$ cat src/rtl/debounce_event.sv
// Per-channel synchroniser, debouncer and press/release/long-press event generator.
// Long-press logic is built only when DEBOUNCE_EVENT_LONGPRESS_EN is defined.
module debounce_event #(
  parameter int    WIDTH         = 2,
  parameter string POLARITY      = "LOW",
  parameter int    TIMEOUT       = 50000,
  parameter int    TIMEOUT_WIDTH = 16,
  parameter int    LONG_TIMEOUT  = 50000000,
  parameter int    LONG_WIDTH    = 26
) (
  input  logic             clk,
  input  logic             reset_n,
  input  logic [WIDTH-1:0] data_in,
  output logic [WIDTH-1:0] data_out,
  output logic [WIDTH-1:0] press_pulse,
  output logic [WIDTH-1:0] release_pulse,
  output logic [WIDTH-1:0] long_pulse,
  output logic [WIDTH-1:0] long_held
);

  localparam logic INACT = (POLARITY == "HIGH") ? 1'b0 : 1'b1;

  localparam logic [1:0] REL    = 2'd0;
  localparam logic [1:0] WAIT_P = 2'd1;
  localparam logic [1:0] HELD   = 2'd2;
  localparam logic [1:0] WAIT_R = 2'd3;

  // Entry cycle counts as the first stable cycle, so fire one short of TIMEOUT-1.
  localparam logic [TIMEOUT_WIDTH-1:0] T_LAST =
    TIMEOUT_WIDTH'(TIMEOUT - 2);
  localparam logic [TIMEOUT_WIDTH-1:0] T_ONE =
    TIMEOUT_WIDTH'(1);

  if (WIDTH < 1 || WIDTH > 32) begin : g_bad_width
    $error("WIDTH must be 1..32");
  end
  if (POLARITY != "LOW" && POLARITY != "HIGH") begin : g_bad_pol
    $error("POLARITY must be LOW or HIGH");
  end
  if (TIMEOUT < 2 ||
      longint'(TIMEOUT) >= (longint'(1) << TIMEOUT_WIDTH)) begin : g_bad_to
    $error("TIMEOUT out of range for TIMEOUT_WIDTH");
  end
  if (LONG_TIMEOUT < 2 ||
      longint'(LONG_TIMEOUT) >= (longint'(1) << LONG_WIDTH)) begin : g_bad_lto
    $error("LONG_TIMEOUT out of range for LONG_WIDTH");
  end

  logic [WIDTH-1:0] meta;
  logic [WIDTH-1:0] sync;

  always_ff @(posedge clk or negedge reset_n) begin
    if (!reset_n) begin
      meta <= {WIDTH{INACT}};
      sync <= {WIDTH{INACT}};
    end else begin
      meta <= data_in;
      sync <= meta;
    end
  end

`ifdef DEBOUNCE_EVENT_LONGPRESS_EN
  localparam logic [LONG_WIDTH-1:0] L_LAST =
    LONG_WIDTH'(LONG_TIMEOUT - 1);
  localparam logic [LONG_WIDTH-1:0] L_TOP =
    LONG_WIDTH'(LONG_TIMEOUT);
  localparam logic [LONG_WIDTH-1:0] L_ONE =
    LONG_WIDTH'(1);
`endif

  for (genvar i = 0; i < WIDTH; i++) begin : g_ch
    logic [1:0]               st;
    logic [TIMEOUT_WIDTH-1:0] cnt;
    logic                     dout;
    logic                     pp;
    logic                     rp;
    logic                     moved;
    logic                     done;
    logic                     fire_p;
    logic                     fire_r;

    assign moved  = sync[i] ^ dout;
    assign done   = moved && (cnt == T_LAST);
    assign fire_p = done && (st == WAIT_P);
    assign fire_r = done && (st == WAIT_R);

    always_ff @(posedge clk or negedge reset_n) begin
      if (!reset_n) begin
        st   <= REL;
        cnt  <= '0;
        dout <= INACT;
        pp   <= 1'b0;
        rp   <= 1'b0;
      end else begin
        pp <= fire_p;
        rp <= fire_r;
        unique case (st)
          REL, HELD: begin
            if (moved) begin
              st  <= (st == REL) ? WAIT_P : WAIT_R;
              cnt <= '0;
            end
          end
          default: begin
            if (!moved) begin
              st <= (st == WAIT_P) ? REL : HELD;
            end else if (done) begin
              st   <= (st == WAIT_P) ? HELD : REL;
              dout <= sync[i];
            end else begin
              cnt <= cnt + T_ONE;
            end
          end
        endcase
      end
    end

    assign data_out[i]      = dout;
    assign press_pulse[i]   = pp;
    assign release_pulse[i] = rp;

`ifdef DEBOUNCE_EVENT_LONGPRESS_EN
    logic [LONG_WIDTH-1:0] lcnt;
    logic                  lp;
    logic                  lh;
    logic                  active;

    assign active = (st == HELD) || (st == WAIT_R);

    // A release on the same edge as the long threshold suppresses the pulse.
    always_ff @(posedge clk or negedge reset_n) begin
      if (!reset_n) begin
        lcnt <= '0;
        lp   <= 1'b0;
        lh   <= 1'b0;
      end else begin
        lp <= 1'b0;
        if (fire_p || fire_r) begin
          lcnt <= '0;
          lh   <= 1'b0;
        end else if (active && lcnt != L_TOP) begin
          lcnt <= lcnt + L_ONE;
          if (lcnt == L_LAST) begin
            lp <= 1'b1;
            lh <= 1'b1;
          end
        end
      end
    end

    assign long_pulse[i] = lp;
    assign long_held[i]  = lh;
`else
    assign long_pulse[i] = 1'b0;
    assign long_held[i]  = 1'b0;
`endif
  end

endmodule

$ cat config.mk
export PLATFORM = sky130hd
export DESIGN_NAME = debounce_event
export DESIGN_NICKNAME = d
export VERILOG_FILES = /design/src/rtl/debounce_event.sv
export SDC_FILE = /design/constraint.sdc
export NUM_CORES = 1
export LEC_CHECK = 0
export BUFFER_PORTS_ARGS = -buffer_cell sky130_fd_sc_hd__buf_2
export CAP_MARGIN = 20
export CORE_UTILIZATION = 35
export CTS_BUF_LIST = sky130_fd_sc_hd__clkbuf_4
export DETAILED_ROUTE_END_ITERATION = 7
export PLACE_DENSITY = 0.48
export SLEW_MARGIN = 20
export SYNTH_ARGS = -nofsm -noshare
export SYNTH_HDL_FRONTEND = slang
export SYNTH_SLANG_ARGS = --single-unit
$ cat constraint.sdc
create_clock -name clk -period 2.08 [get_ports clk]
set_input_delay 0.416 -clock clk [delete_from_list [all_inputs] [get_ports clk]]
set_output_delay 0.416 -clock clk [all_outputs]
set_load 0.01 [all_outputs]
==> results.txt <==
first-pass detailed-route iteration total: 4
vias in the first global route: 1918
PD cells: 562 nW/um2
Crit path required time: 2.37 ns
Setup TNS: -0.116 ns
Yosys warnings: 0
status: finished, violations left
failing checks: negative setup slack
element type at the critical path end: flop
Inserted Diodes: 0
drt drc: 0
clock sink count: 46
worst-path maximum fanout: 8
worst stage delay on the critical path: 0.55 ns
fmax: 0.476 GHz
Max stage delay cell, worst path: or4_4
Data arrival, critical path: 2.39 ns
Setup Skew: 0.00987 ns
root buffer cell: clkbuf_4
Synth Area in Compound Gates: 0.122
total number of vias: 2155
initial DRC count: 166
Final min period: 2.10 ns
drt via density: 5.33
critical path class: reg2reg
Adder-Cell Fraction of Synth Area: 0.0200
Antenna Nets Post-Route: 0
die area: 7500 um2
Clk Latency, worst-skew pair: 0.37 ns
die height: 86.6 um
final hold violations: 0
fraction of registers with async set/reset: 1.00
DP HPWL: 4160 um
H-tree depth: 2
Worst slew margin: 0.569
Final #Nets: 315
RSZ-0062 raised after global routing: yes
Total GRT Usage: 0.169
maximum VDD drop: 218 uV
Max Slew Vio Count: 0
Chip Width: 86.6 um
Post-Synth XOR/XNOR Area: 0.0140
family with the most delay on the worst path: simple AND/OR/NAND/NOR gates
Min Hold Slack: 0.0518 ns
Simple-Gate Fraction of Synth Area: 0.283
CORE AREA: 6870 um2
worst path cell trace: inv_2, ha_4, or4b_4, or4_4, nand2b_4, inv_4, a31oi_1
Mapped Area: 2500 um2
Yosys reg bits: 46
post-synthesis mux area share: 0.0295
std cell rows: 30
CTS buffer count: 5
Post-synth top flop: dfrtp_1
io pins: 14
max-cap viol count: 0
CTS Buffer Depth: 2
Final period util: 1.01
Setup-failing EPs final: 9
DP Area: 2830 um2
Mean Syn Cell Area: 9.31 um2
initial antenna violation count: 0
Design Area, Final: 3000 um2
Synth cell types: 51
Buf/Inv on CP: 2
share of cells above drive strength 1: 0.289
worst hold path class: in2async
EDFF count, synth: 0
Initial Utilization: 0.364
total gr overflow: 0
Leak: 1.33 nW
largest family of logic cells by synthesized area: simple AND/OR/NAND/NOR gates
Area growth, synth to finish: 19.9%
largest net degree at the start of global routing: 31
Final WS setup: -0.0199 ns
Mapped Cells: 269
Reg clk slew, reported paths: 0.15 ns
CTS tree: yes
crit path launch type: flop
Port Buf Inserts: 9
Seq/Total Area, Yosys: 0.463
first-pass GRT wire length: 9770 um
drt wl/cell: 14.8 um
Routed WL: 5970 um
Worst Max-Slew Pin Slew: 0.647 ns
RePlAce Congestion: 0.887
==> what timing repair did <==
action	4_1_cts	5_1_grt
hold buffers	0	0
gates cloned	1	1
gates resized for setup	3	15
setup endpoints to repair	18	28
buffers inserted	2	1
pin swaps	2	8
==> through the flow <==
| stage | instances | worst slack [ns] | util | power, mW |
|---|---|---|---|---|
| floorplan | 272 | 0.00606 | - | 1.12 |
| global placement | 391 | -0.0192 | 0.412 | 1.21 |
| detailed placement | 391 | -0.0992 | 0.412 | 1.21 |
| CTS | 402 | -0.0735 | 0.426 | 1.68 |
| global route | 404 | -0.103 | 0.437 | 1.79 |
| finish | 404 | -0.0199 | 0.437 | 1.69 |
==> final timing paths <==
check                               startpoint        endpoint  slack, ns  depth (start not counted)
worst min-delay path                   reset_n  g_ch[0].cnt[8]       0.05                          1
worst max register to register  g_ch[1].cnt[0]  g_ch[1].cnt[7]      -0.02                          7
max in group asynchronous              reset_n  g_ch[0].cnt[4]       1.42                          2
worst max-delay path            g_ch[1].cnt[0]  g_ch[1].cnt[7]      -0.02                          7
worst min register to register         meta[1]         sync[1]       0.37                          0
min in group clk                    data_in[0]         meta[0]       0.12                          1
==> state kept, by name, indices dropped and copies added, names as in the netlist, named ones only <==
signal and cells:
g_ch.cnt 32, g_ch.dout 2, g_ch.pp 2, g_ch.rp 2, g_ch.st 2, meta 2, sync 2
==> cell usage after synthesis (8+ instances only) <==
| master | count | area [um2] |
|---|---|---|
| nand2_1 | 32 | 120 |
| o21ai_0 | 13 | 65.1 |
| inv_1 | 9 | 33.8 |
| nor2_1 | 14 | 52.6 |
| a21oi_1 | 12 | 60.1 |
| clkbuf_1 | 8 | 30.0 |
| nand3_1 | 18 | 90.1 |
| buf_4 | 11 | 82.6 |
| nand4_1 | 11 | 68.8 |
| nor3_1 | 10 | 50.1 |
| dfrtp_1 | 40 | 1000 |
| a31oi_1 | 10 | 62.6 |
==> cells by family after synthesis <==
kind of cell / Yosys count
and+or+nand+nor: 126
AOI/OAI and AO/OA: 50
DFF: 46
buffers and inverters: 31
muxes: 7
adders and majority gates: 4
xor gates and xnor gates: 4
other: 1
==> where the power goes <==
group / switching [mW] / total [mW] / internal [mW]
Combinational: 0.144 / 0.253 / 0.108
Sequential: 0.0507 / 0.989 / 0.938
Clock: 0.313 / 0.445 / 0.132
==> layout by cell type, fill, tap and decap left out, types with 3 or more instances in the layout <==
cell and count:
dfstp_2 6, o21ai_0 13, nor2_1 11, clkbuf_4 5, a21oi_1 11, ha_1 3
o31ai_1 4, mux2_2 3, or3_1 3, nand2b_1 3, nor3_1 10, buf_4 38
o41ai_1 3, conb_1 4, nand3_1 17, or4b_4 3, a31oi_1 9, xnor2_1 3
mux2i_1 4, nand4_1 11, nand2_1 31, nor4_1 3, and3_1 6, dfrtp_1 40
or4_4 3, inv_1 8, buf_2 9
==> per-layer routing <==
| layer | GRT usage | part of all wire | vias up |
|---|---|---|---|
| met3 | 0.0343 | 0.052 | 5 |
| met4 | 0.0545 | 0.0095 | 0 |
| met1 | 0.267 | 0.53 | 1046 |
| met2 | 0.224 | 0.41 | 61 |
| li1 | - | - | 1043 |
| met5 | 0 | 0 | - |
==> final cells by class <==
class | count | area [um2]
clock buffers | 5 | 37.5
inverters | 10 | 40.0
repair buffers | 48 | 342
well taps | 96 | 120
fillers | 679 | 3870
flip-flops and latches | 46 | 1160
clock inverters | 3 | 21.3
multi-input cells | 196 | 1280
==> worst reg2reg max path, delay by kind of cell, from the launching register on <==
kind,cells,cell delay [ns]
AND/OR/NAND/NOR,3,1.16
AO/OA/AOI/OAI,1,0.16
flip-flops,1,0.42
buffers and inverters,2,0.17
adder cells (fa/ha/maj),1,0.12
(Power assumes the default switching activity.)
